$ cat src/rtl/sender_buffer_n.sv
// sender_buffer_n: word FIFO with edge-triggered enqueue feeding a byte serializer
module sender_buffer_n #(
  parameter int WORD_BYTES = 4,
  parameter int DEPTH = 4,
  parameter int MSB_FIRST = 1
) (
  input  logic                         CLK,
  input  logic                         reset,
  input  logic [8*WORD_BYTES-1:0]      data,
  input  logic                         start,
  input  logic                         sender_ready,
  output logic [7:0]                   output_data,
  output logic                         valid,
  output logic                         full,
  output logic [$clog2(DEPTH+1)-1:0]   count,
  output logic                         busy,
  output logic                         overflow
);
  localparam int W = 8 * WORD_BYTES;
  localparam int PW = $clog2(DEPTH);
  localparam int CW = $clog2(DEPTH + 1);
  localparam int IW = WORD_BYTES > 1 ? $clog2(WORD_BYTES) : 1;
  typedef enum logic [1:0] {IDLE, LOAD, SEND} state_t;
  state_t state;
  logic [W-1:0] mem [DEPTH];
  logic [W-1:0] word_q;
  logic [PW-1:0] wr_ptr, rd_ptr;
  logic [CW-1:0] cnt;
  logic [IW-1:0] idx;
  logic start_q, rise, push, pop, last;
  function automatic logic [7:0] pick(input logic [W-1:0] w, input int k);
    logic [W-1:0] s;
    s = w >> (8 * (MSB_FIRST != 0 ? WORD_BYTES - 1 - k : k));
    return s[7:0];
  endfunction
  assign full = cnt == CW'(DEPTH);
  assign count = cnt;
  assign busy = state != IDLE || cnt != '0;
  // SEND pops straight after the last byte so back-to-back words have no bubble
  always_comb begin
    rise = start & ~start_q;
    push = rise & ~full;
    last = idx == IW'(WORD_BYTES - 1);
    pop = state == LOAD || (state == SEND && sender_ready && last && cnt != '0);
  end
  always_ff @(posedge CLK)
    if (push) mem[wr_ptr] <= data;
  always_ff @(posedge CLK) begin
    if (!reset) begin
      state <= IDLE;
      start_q <= 1'b0;
      wr_ptr <= '0;
      rd_ptr <= '0;
      cnt <= '0;
      idx <= '0;
      word_q <= '0;
      output_data <= '0;
      valid <= 1'b0;
      overflow <= 1'b0;
    end else begin
      start_q <= start;
      if (push) wr_ptr <= wr_ptr + PW'(1);
      if (pop) begin
        rd_ptr <= rd_ptr + PW'(1);
        word_q <= mem[rd_ptr];
        idx <= '0;
        output_data <= pick(mem[rd_ptr], 0);
      end
      cnt <= cnt + CW'(push) - CW'(pop);
      if (rise && full) overflow <= 1'b1;
      case (state)
        IDLE: if (cnt != '0) state <= LOAD;
        LOAD: begin
          state <= SEND;
          valid <= 1'b1;
        end
        SEND: if (sender_ready) begin
          if (!last) begin
            idx <= idx + IW'(1);
            output_data <= pick(word_q, int'(idx) + 1);
          end else if (cnt == '0) begin
            state <= IDLE;
            valid <= 1'b0;
            idx <= '0;
          end
        end
        default: state <= IDLE;
      endcase
    end
  end
endmodule

$ cat config.mk
export PLATFORM = sky130hd
export DESIGN_NAME = sender_buffer_n
export DESIGN_NICKNAME = d
export VERILOG_FILES = /design/src/rtl/sender_buffer_n.sv
export SDC_FILE = /design/constraint.sdc
export NUM_CORES = 1
export LEC_CHECK = 0
export ABC_AREA = 1
export BUFFER_PORTS_ARGS = -buffer_cell sky130_fd_sc_hd__buf_4
export CAP_MARGIN = 20
export CELL_PAD_IN_SITES_DETAIL_PLACEMENT = 1
export CELL_PAD_IN_SITES_GLOBAL_PLACEMENT = 1
export CORE_MARGIN = 2
export CORE_UTILIZATION = 51
export DETAILED_ROUTE_END_ITERATION = 10
export GPL_ROUTABILITY_DRIVEN = 0
export GPL_TIMING_DRIVEN = 0
export PLACE_DENSITY_LB_ADDON = 0.1
export SLEW_MARGIN = 40
export SYNTH_ARGS = -nofsm -noshare
export SYNTH_HDL_FRONTEND = slang
export SYNTH_SLANG_ARGS = --single-unit
$ cat constraint.sdc
create_clock -name CLK -period 4.1 [get_ports CLK]
set_clock_uncertainty 0.2 [all_clocks]
set_input_delay 0.615 -clock CLK [delete_from_list [all_inputs] [get_ports CLK]]
set_output_delay 0.615 -clock CLK [all_outputs]
set_load 0.01 [all_outputs]
# == Word level (Yosys, flattened, before mapping) ==
# Memories as Yosys holds them, arrays and structs flattened. A register that Yosys moved wholly into a read port is not among the register bits.
# Cells that the tools add are included.
# classes
mux,22
reduce_logical,13
bitwise,4
addsub,7
n_eq_ne,8
n_shift,1
# op_table
cell,count
$mux 8,4
$shr 32x32->8,1
$mux 2,11
$reduce_and 4->1,2
$add 2x1->2 const B,3
$ne 2x2->1 const B,3
$pmux 2 s3,1
$mux 1,5
$eq 2x2->1 const B,2
$logic_and 1x1->1,4
$reduce_bool 2->1,2
$sub 2x3->4 const A,1
$add 2x1->3 const B,1
$add 3x1->3,1
$eq 3x3->1 const B,1
$logic_not 3->1,1
$reduce_bool 3->1,1
$sub 3x1->3,1
$and 1x1->1,2
$eq 2x1->1 const B,1
$logic_not 2->1,1
$logic_or 1x1->1,2
$ne 2x1->1 const B,1
$not 1->1,2
$pmux 1 s2,1
# totals
ff_bits,54
inputBits,36
n_memories,1
mem_bits_rw,128
elab_cells,66
# memory_table
name,depth,word_bits,rd,rd_clocked_by_memory_dff,wr,line_no,text
mem,4,32,1,1,1,25,logic [W-1:0] mem [DEPTH];

# == Depth between registers and ports, before layout ==
# Gate-level depths: netlist of the first run.
# logic_depth
depth_word,10
ltp_mapped,14

# == Worst setup path before layout of the first run ==
# Ideal clock, no wire load.
# synth_path
path_type,input -> register
startpoint,input start
endpoint,memory mem[0][0] in the netlist's numbering (enable)
required_ns,3.479
arrival_ns,2.333
slack_ns,1.146
cell_stages,4
path_buffers,0
cell_sequence,inv_1 nor2_1 nand2_1 nor2_1
# synth_via
elab_chain_cells,4
# synth_lines
element,line_no,text
start: declaration,10,"input logic start,"
$and 1x1->1,41,rise = start & ~start_q;
$and 1x1->1,42,push = rise & ~full;
$mux 1,47,if (push) mem[wr_ptr] <= data;
$mux 1 (not written as such),47,
end: declaration,25,
# No other way between the ends.

# == Final worst setup path of the first run ==
# layout_path
startpoint,register idx[1]
endpoint,"register cnt[2], in the netlist count[2]"
# layout_via
elab_chain_cells,5
# layout_lines
element,line_no,text
start: declaration,29,logic [IW-1:0] idx;
start signal: assignment,79,idx <= idx + IW'(1);
$eq 2x2->1,43,last = idx == IW'(WORD_BYTES - 1);
$logic_and 1x1->1 (2 in a row),44,pop = state == LOAD || (state == SEND && sender_ready && last && cnt != '0);
$logic_or 1x1->1,44,
$sub 3x1->3,69,cnt <= cnt + CW'(push) - CW'(pop);
end signal: assignment,69,
end: declaration,28,logic [CW-1:0] cnt;
# No other way between the ends.
# A chain may end at the register's enable or synchronous reset.

==> results.tsv, run 1 <==
metric	value	unit
status	finished, final reports clean	
Tcrit/Tclk final	0.6666	
Post-CTS Setup Bufs	0	
dpl cells	962	
critical path endpoint category	flop	
DRC Markers	0	
post-cts sizing count	0	
Pre-antenna DRT Iters	5	
critical path required time	4220	ps
CP startpoint	idx[1]	
min-delay src	start	
measured slew at the worst slew-check pin	678.5	ps
Skew-Pair Late Insertion Delay	430	ps
CTS Buf Count	17	
Post-DP HPWL	13200	um
combinational share of power	0.295	
Final min period	2733	ps
DRT antenna net count	0	
fillers	1536	
initial core utilization	0.5161	
clock transition at the registers of the reported paths	70	ps
hold-fix buffer count after cts	0	
crit path launch type	flop	
Static Leak	3.450	nW
Pint	3.650	mW
crit-path max cell delay	390	ps
Clock Path Buffers	2	
Die H	124.6	um
DR iter-0 viols	374	
PortBufs	50	
total negative slack	0	ps
dpl ws	1281	ps
Total Routing Usage GR	0.2571	
first-pass GRT wire length	30610	um
WP buf/inv	3	
syn nets	764	
Sw Share	0.3419	
worst endpoint data arrival time	2860	ps
Setup CP Type	reg -> reg	
IO Pins	51	
synth warn	0	
post-synthesis sequential area ratio	0.6695	
Layout Nets	841	
cell family with most CP delay	adder cells	
antenna fix cells	0	
clk root buf	clkbuf_16	
HP Class	in -> reg	
crit path max fanout	10	
Total Wirelength	19200	um
Placed Area	8222	sq um
Final Non-Filler Cells	994	
num rows	44	
Mapped Avg Cell Area	10.30	sq um
Reg area	4965	sq um
Clk pwr share	0.265	
multi-input combinational cell area	2034	sq um
initial antenna violation count	0	
Remaining Overflow, GRT	0	
synthesized area	7416	sq um
TritonCTS clock tree	built	
H-tree lvl count	4	
final setup vio count	0	
peak supply drop	0.4640	mV
NetSw	1.896	mW
share of power burned in registers	0.440	
Seq cells post-synth	184	
Mapped Cells	720	
relative slew slack	0.5477	
area delta synth->final	17.97	%
largest net degree at the start of global routing	18	
final hold vios	0	
die area	15520	sq um
Reg-to-Reg Start	idx[1]	
Final Slew Violations	0	
P per Cell Area	634.0	nW/um^2
Max stage delay cell, worst path	fa_1	
vias	5397	
unrepaired setup endpoints after global routing	no	
post-synth cell types	26	
vias in the first global route	5739	
Hold WS	177.3	ps
Final Util	0.6088	
Pwr Total	5.546	mW
setup ws final	1367	ps
critical path, cell by cell	ha_1 -> nand2_1 -> nor2_4 -> nand2_4 -> nand2_2 -> buf_6 -> inv_8 -> buf_6 -> nand3_1 -> nand2_1 -> ha_1 -> fa_1 -> o21ai_0 -> a21oi_1	
Routed wire per std cell	19.32	um
Fmax	0.3659	GHz
# Max-Cap Violations	0	
die width	124.6	um
layout cells sized above 1	0.1432	
core area	14370	sq um
DR vias/cell	5.430	
clk sink count	184	
Finished Cell Area	8748	sq um
-- synth_stat cells --
master	count	area share
nand4_1	2	0.0017
o21ai_0	77	0.052
nor4_1	1	0.00084
inv_8	1	0.0015
inv_2	2	0.0010
nor2_4	2	0.0030
nand2_4	1	0.0015
xnor2_1	1	0.0012
a21oi_1	19	0.013
buf_8	1	0.0020
nand2_1	123	0.062
edfxtp_1	128	0.52
dfxtp_1	56	0.15
nand2_2	4	0.0034
buf_2	9	0.0061
nand3_1	53	0.036
o22ai_1	24	0.020
nor2_2	1	0.00084
clkinv_1	1	0.00051
buf_1	3	0.0015
clkbuf_1	18	0.0091
nor2_1	119	0.060
buf_6	5	0.0076
fa_1	1	0.0027
ha_1	7	0.012
inv_1	61	0.031
-- flip-flops by register name, indices dropped and copies added (netlist names), named ones only --
name and cells:
mem 128, word_q 32, start_q 1, output_data 8
state 2, wr_ptr 2, count 3, overflow 1
idx 2, valid 1, rd_ptr 2
-- final cells by class --
class                   instances  area share
plain buffers                  36     0.02231
inverters                      65     0.02875
well taps                     184     0.02632
clock buffers                  21     0.05149
clock inverters                11    0.008724
multi-input cells             435      0.2326
repair buffers                 58     0.06236
flip-flops and latches        184      0.5675
-- metal layers --
metal,part of all wire,vias to the layer above,track usage
li1,-,2573,-
met5,0,-,0
met2,0.51,106,0.4494
met4,0.012,0,0.07072
met1,0.44,2696,0.3265
met3,0.034,22,0.05241
-- final timing paths --
| check | slack [ps] | endpoint | cells past startpoint |
|---|---|---|---|
| worst max-delay path | 1370 | count[2] | 14 |
| worst min-delay path | 180 | start_q | 3 |
| worst max register to register | 1370 | count[2] | 14 |
| worst min register to register | 270 | state[0] | 1 |
-- worst register-to-register path, cell delays in order, from the launching register on --
cell     delay (ps)
dfxtp_1         370
ha_1            230
nand2_1         130
nor2_4          160
nand2_4         120
nand2_2          90
buf_6           180
inv_8            70
buf_6           150
nand3_1          70
nand2_1          60
ha_1            200
fa_1            390
o21ai_0         170
a21oi_1          50
-- power groups by stage --
stage / clock network (mW) / registers [mW] / logic (mW)
finish: 1.47 / 2.44 / 1.63
global route: 1.56 / 2.47 / 1.81
CTS: 1.49 / 2.44 / 1.64
detailed placement: 0 / 2.48 / 1.61
global placement: 0 / 2.47 / 1.49
floorplan: 0 / 2.45 / 1.01
-- layout by cell type (no fill, tap or decap), types with 3 or more instances in the layout --
| master | instances |
|---|---|
| buf_6 | 5 |
| edfxtp_1 | 128 |
| nand3_1 | 53 |
| a21oi_1 | 19 |
| nor2_1 | 115 |
| clkinvlp_4 | 6 |
| nor2_4 | 6 |
| dfxtp_1 | 56 |
| nand2_2 | 4 |
| buf_16 | 4 |
| buf_4 | 50 |
| ha_1 | 7 |
| o21ai_0 | 77 |
| nand2_1 | 123 |
| buf_2 | 9 |
| buf_8 | 5 |
| o22ai_1 | 24 |
| inv_1 | 61 |
| clkbuf_16 | 17 |
| buf_1 | 3 |
| clkbuf_1 | 21 |
-- kinds of logic (layout without fill, tap and decap cells) --
group                      count (synthesis)  in the layout  synth area share
buffers and inverters                    101            191           0.06023
DFF                                      184            184            0.6695
adders and majority gates                  8              8           0.01451
and+or+nand+nor                          306            306            0.1696
xor gates and xnor gates                   1              1          0.001181
AOI/OAI and AO/OA                        120            120           0.08503
Power figures use the tool's default switching activity.
==> run 2: changes to the inputs <==
ABC_AREA = 0   (was 1)
CORE_UTILIZATION = 46   (was 51)
clock period = 2.5 ns   (was 4.1 ns; I/O delays follow)
==> results.tsv, run 2 <==
metric	value	unit	change
status	finished, final reports clean		
TritonCTS clock tree	built		
Fmax	0.4101	GHz	+12%
relative slew slack	0.4486		-0.09908
Seq cells post-synth	184		unchanged
post-synth cell types	40		+54%
DRT antenna net count	0		unchanged
dpl cells	670		-30%
clock transition at the registers of the reported paths	70	ps	about the same
vias in the first global route	4282		-25%
Remaining Overflow, GRT	0		unchanged
Commonest cells post-synth	128 x edfxtp_1, 70 x nand2_1, 56 x dfxtp_1		
ys async rst share	0		unchanged
H-tree lvl count	4		unchanged
top-area cell type share of the netlist area	0.5394		+0.02111
core area	15150	sq um	+5.4%
total negative slack	0	ps	unchanged
die area	16500	sq um	+6.3%
Final Slew Violations	0		unchanged
Final min period	2438	ps	-294.8 ps
most frequent cells in the layout	128 x edfxtp_1, 70 x nand2_1, 60 x buf_4		
Post-DP HPWL	9806	um	-26%
CTS Buf Count	17		unchanged
ys flop type	edfxtp_1		
clk sink count	184		unchanged
initial core utilization	0.4705		-0.04564
unrepaired setup endpoints after global routing	no		
area delta synth->final	23.30	%	
IO Pins	51		unchanged
synth warn	0		unchanged
flip-flop count of the largest register after layout	128		unchanged
Total Wirelength	15280	um	-20%
measured slew at the worst slew-check pin	827.1	ps	+148.6 ps
largest net degree at the start of global routing	33		+15
initial antenna violation count	0		unchanged
crit path max fanout	3		-7
Setup CP Type	reg -> reg		
critical path endpoint category	flop		
DRC Markers	0		unchanged
Hold WS	158.3	ps	-18.94 ps
dominant cells by area after synthesis	edfxtp_1 54%, dfxtp_1 16%, mux4_2 13%, nand2_1 3.7%, a21boi_1 3.2%		
antenna fix cells	0		unchanged
num rows	45		+2.3%
die width	128.5	um	+3.1%
Mapped Avg Cell Area	16.53	sq um	+61%
Die H	128.5	um	+3.1%
P per Cell Area	976.6	nW/um^2	+54%
register with the most flip-flops	mem		
Tcrit/Tclk final	0.9753		+0.3087
Layout Nets	586		-30%
critical path required time	2620	ps	-1600 ps
EDFF count, synth	128		unchanged
most common cell after layout, fill and taps aside	edfxtp_1		
synthesized area	7126	sq um	-3.9%
Skew-Pair Late Insertion Delay	430	ps	about the same
# Max-Cap Violations	0		unchanged
first-pass GRT wire length	24240	um	-21%
post-synthesis sequential area ratio	0.6968		+0.02727
DR iter-0 viols	188		-50%
final hold vios	0		unchanged
crit path launch type	flop		
worst endpoint data arrival time	2560	ps	-300 ps
HP Class	in -> reg		
Total Routing Usage GR	0.2006		-0.05654
Pre-antenna DRT Iters	4		-1
Mapped Cells	431		-40%
most frequent cell after synthesis	edfxtp_1		
PortBufs	50		unchanged
Clock Path Buffers	2		unchanged
largest area contributor in the netlist	edfxtp_1		
Routed wire per std cell	20.56	um	+6.4%
Static Leak	3.027	nW	-12%
biggest regs	mem x128, word_q x32, output_data x8		
DR vias/cell	5.327		-1.9%
final setup vio count	0		unchanged
vias	3958		-27%
syn nets	475		-38%
Final Non-Filler Cells	743		-25%
clk root buf	clkbuf_16		
layout cells sized above 1	0.2829		+0.1397
peak supply drop	0.5622	mV	+21%
==> run 2: layout make-up <==
| cell class | instances | area, sq um |
|---|---|---|
| sequential | 184 | 4970 |
| inverter | 5 | 18.77 |
| clock inverter | 13 | 153.9 |
| buffer | 24 | 125.1 |
| clock buffer | 19 | 432.9 |
| tap | 188 | 235.2 |
| timing repair buffer | 92 | 785.8 |
| multi-input combinational | 218 | 2064 |
| fill | 1366 | 6360 |
==> run 2: logic make-up (layout without fill, tap and decap cells) <==
group / after synthesis / count (layout) / share of synthesized area
compound gates: 62 / 62 / 0.06550
xor+xnor: 4 / 4 / 0.004917
fa+ha+maj: 8 / 8 / 0.01510
buf+inv: 29 / 153 / 0.01844
flops: 184 / 184 / 0.6968
mux: 43 / 43 / 0.1306
simple gates: 101 / 101 / 0.06866
==> run 2: critical path, cell delays in order (launching register included) <==
cell and delay, ps:
dfxtp_4 360, ha_1 160, buf_6 110, nand3_4 90
o31a_1 350, buf_6 140, xnor2_2 120, ha_2 190
fa_2 340, xnor2_1 130, and2_1 150
==> run 2: path summary, 6_finish.rpt <==
| check | start | to | slack [ps] | cells past startpoint |
|---|---|---|---|---|
| worst max-delay path | idx[0] | count[2] | 60 | 10 |
| worst min-delay path | sender_ready | state[1] | 160 | 3 |
| worst max register to register | idx[0] | count[2] | 60 | 10 |
| worst min register to register | word_q[7] | word_q[7] | 260 | 2 |
==> run 2: power by group <==
| part | switching [mW] | internal (mW) | leakage, nW |
|---|---|---|---|
| Sequential | 0.227 | 3.66 | 1.62 |
| Combinational | 1.06 | 0.943 | 1.12 |
| Clock | 1.12 | 1.57 | 0.282 |
==> run 2: metal layers <==
layer	GRT usage	part of all wire	up-vias
met4	0.06593	0.015	0
met1	0.2662	0.46	2004
met2	0.3329	0.50	59
met5	0	0	-
met3	0.04324	0.023	23
li1	-	-	1872
==> run 2: what timing repair did <==
| action | in CTS | in global routing |
|---|---|---|
| endpoints found under the hold margin | 129 | 0 |
| setup buffers | 2 | 6 |
| hold buffers | 33 | 0 |
| setup endpoints to repair | 2 | 2 |
| pin swaps | 1 | 1 |
| resized for setup | 7 | 0 |
==> run 2: through the flow <==
| stage | area (sq um) | utilization | total power, mW | setup slack [ps] |
|---|---|---|---|---|
| final | 8786 | 0.5801 | 8.580 | 61.71 |
| after global routing | 8786 | 0.5801 | 8.990 | 8.121 |
| after CTS | 8741 | 0.5771 | 8.656 | 19.30 |
| after detailed placement | 7781 | 0.5138 | 5.891 | -194.9 |
| after global placement | 7751 | 0.5118 | 5.810 | -592.3 |
| after floorplan | 7141 | - | 5.191 | 11.92 |
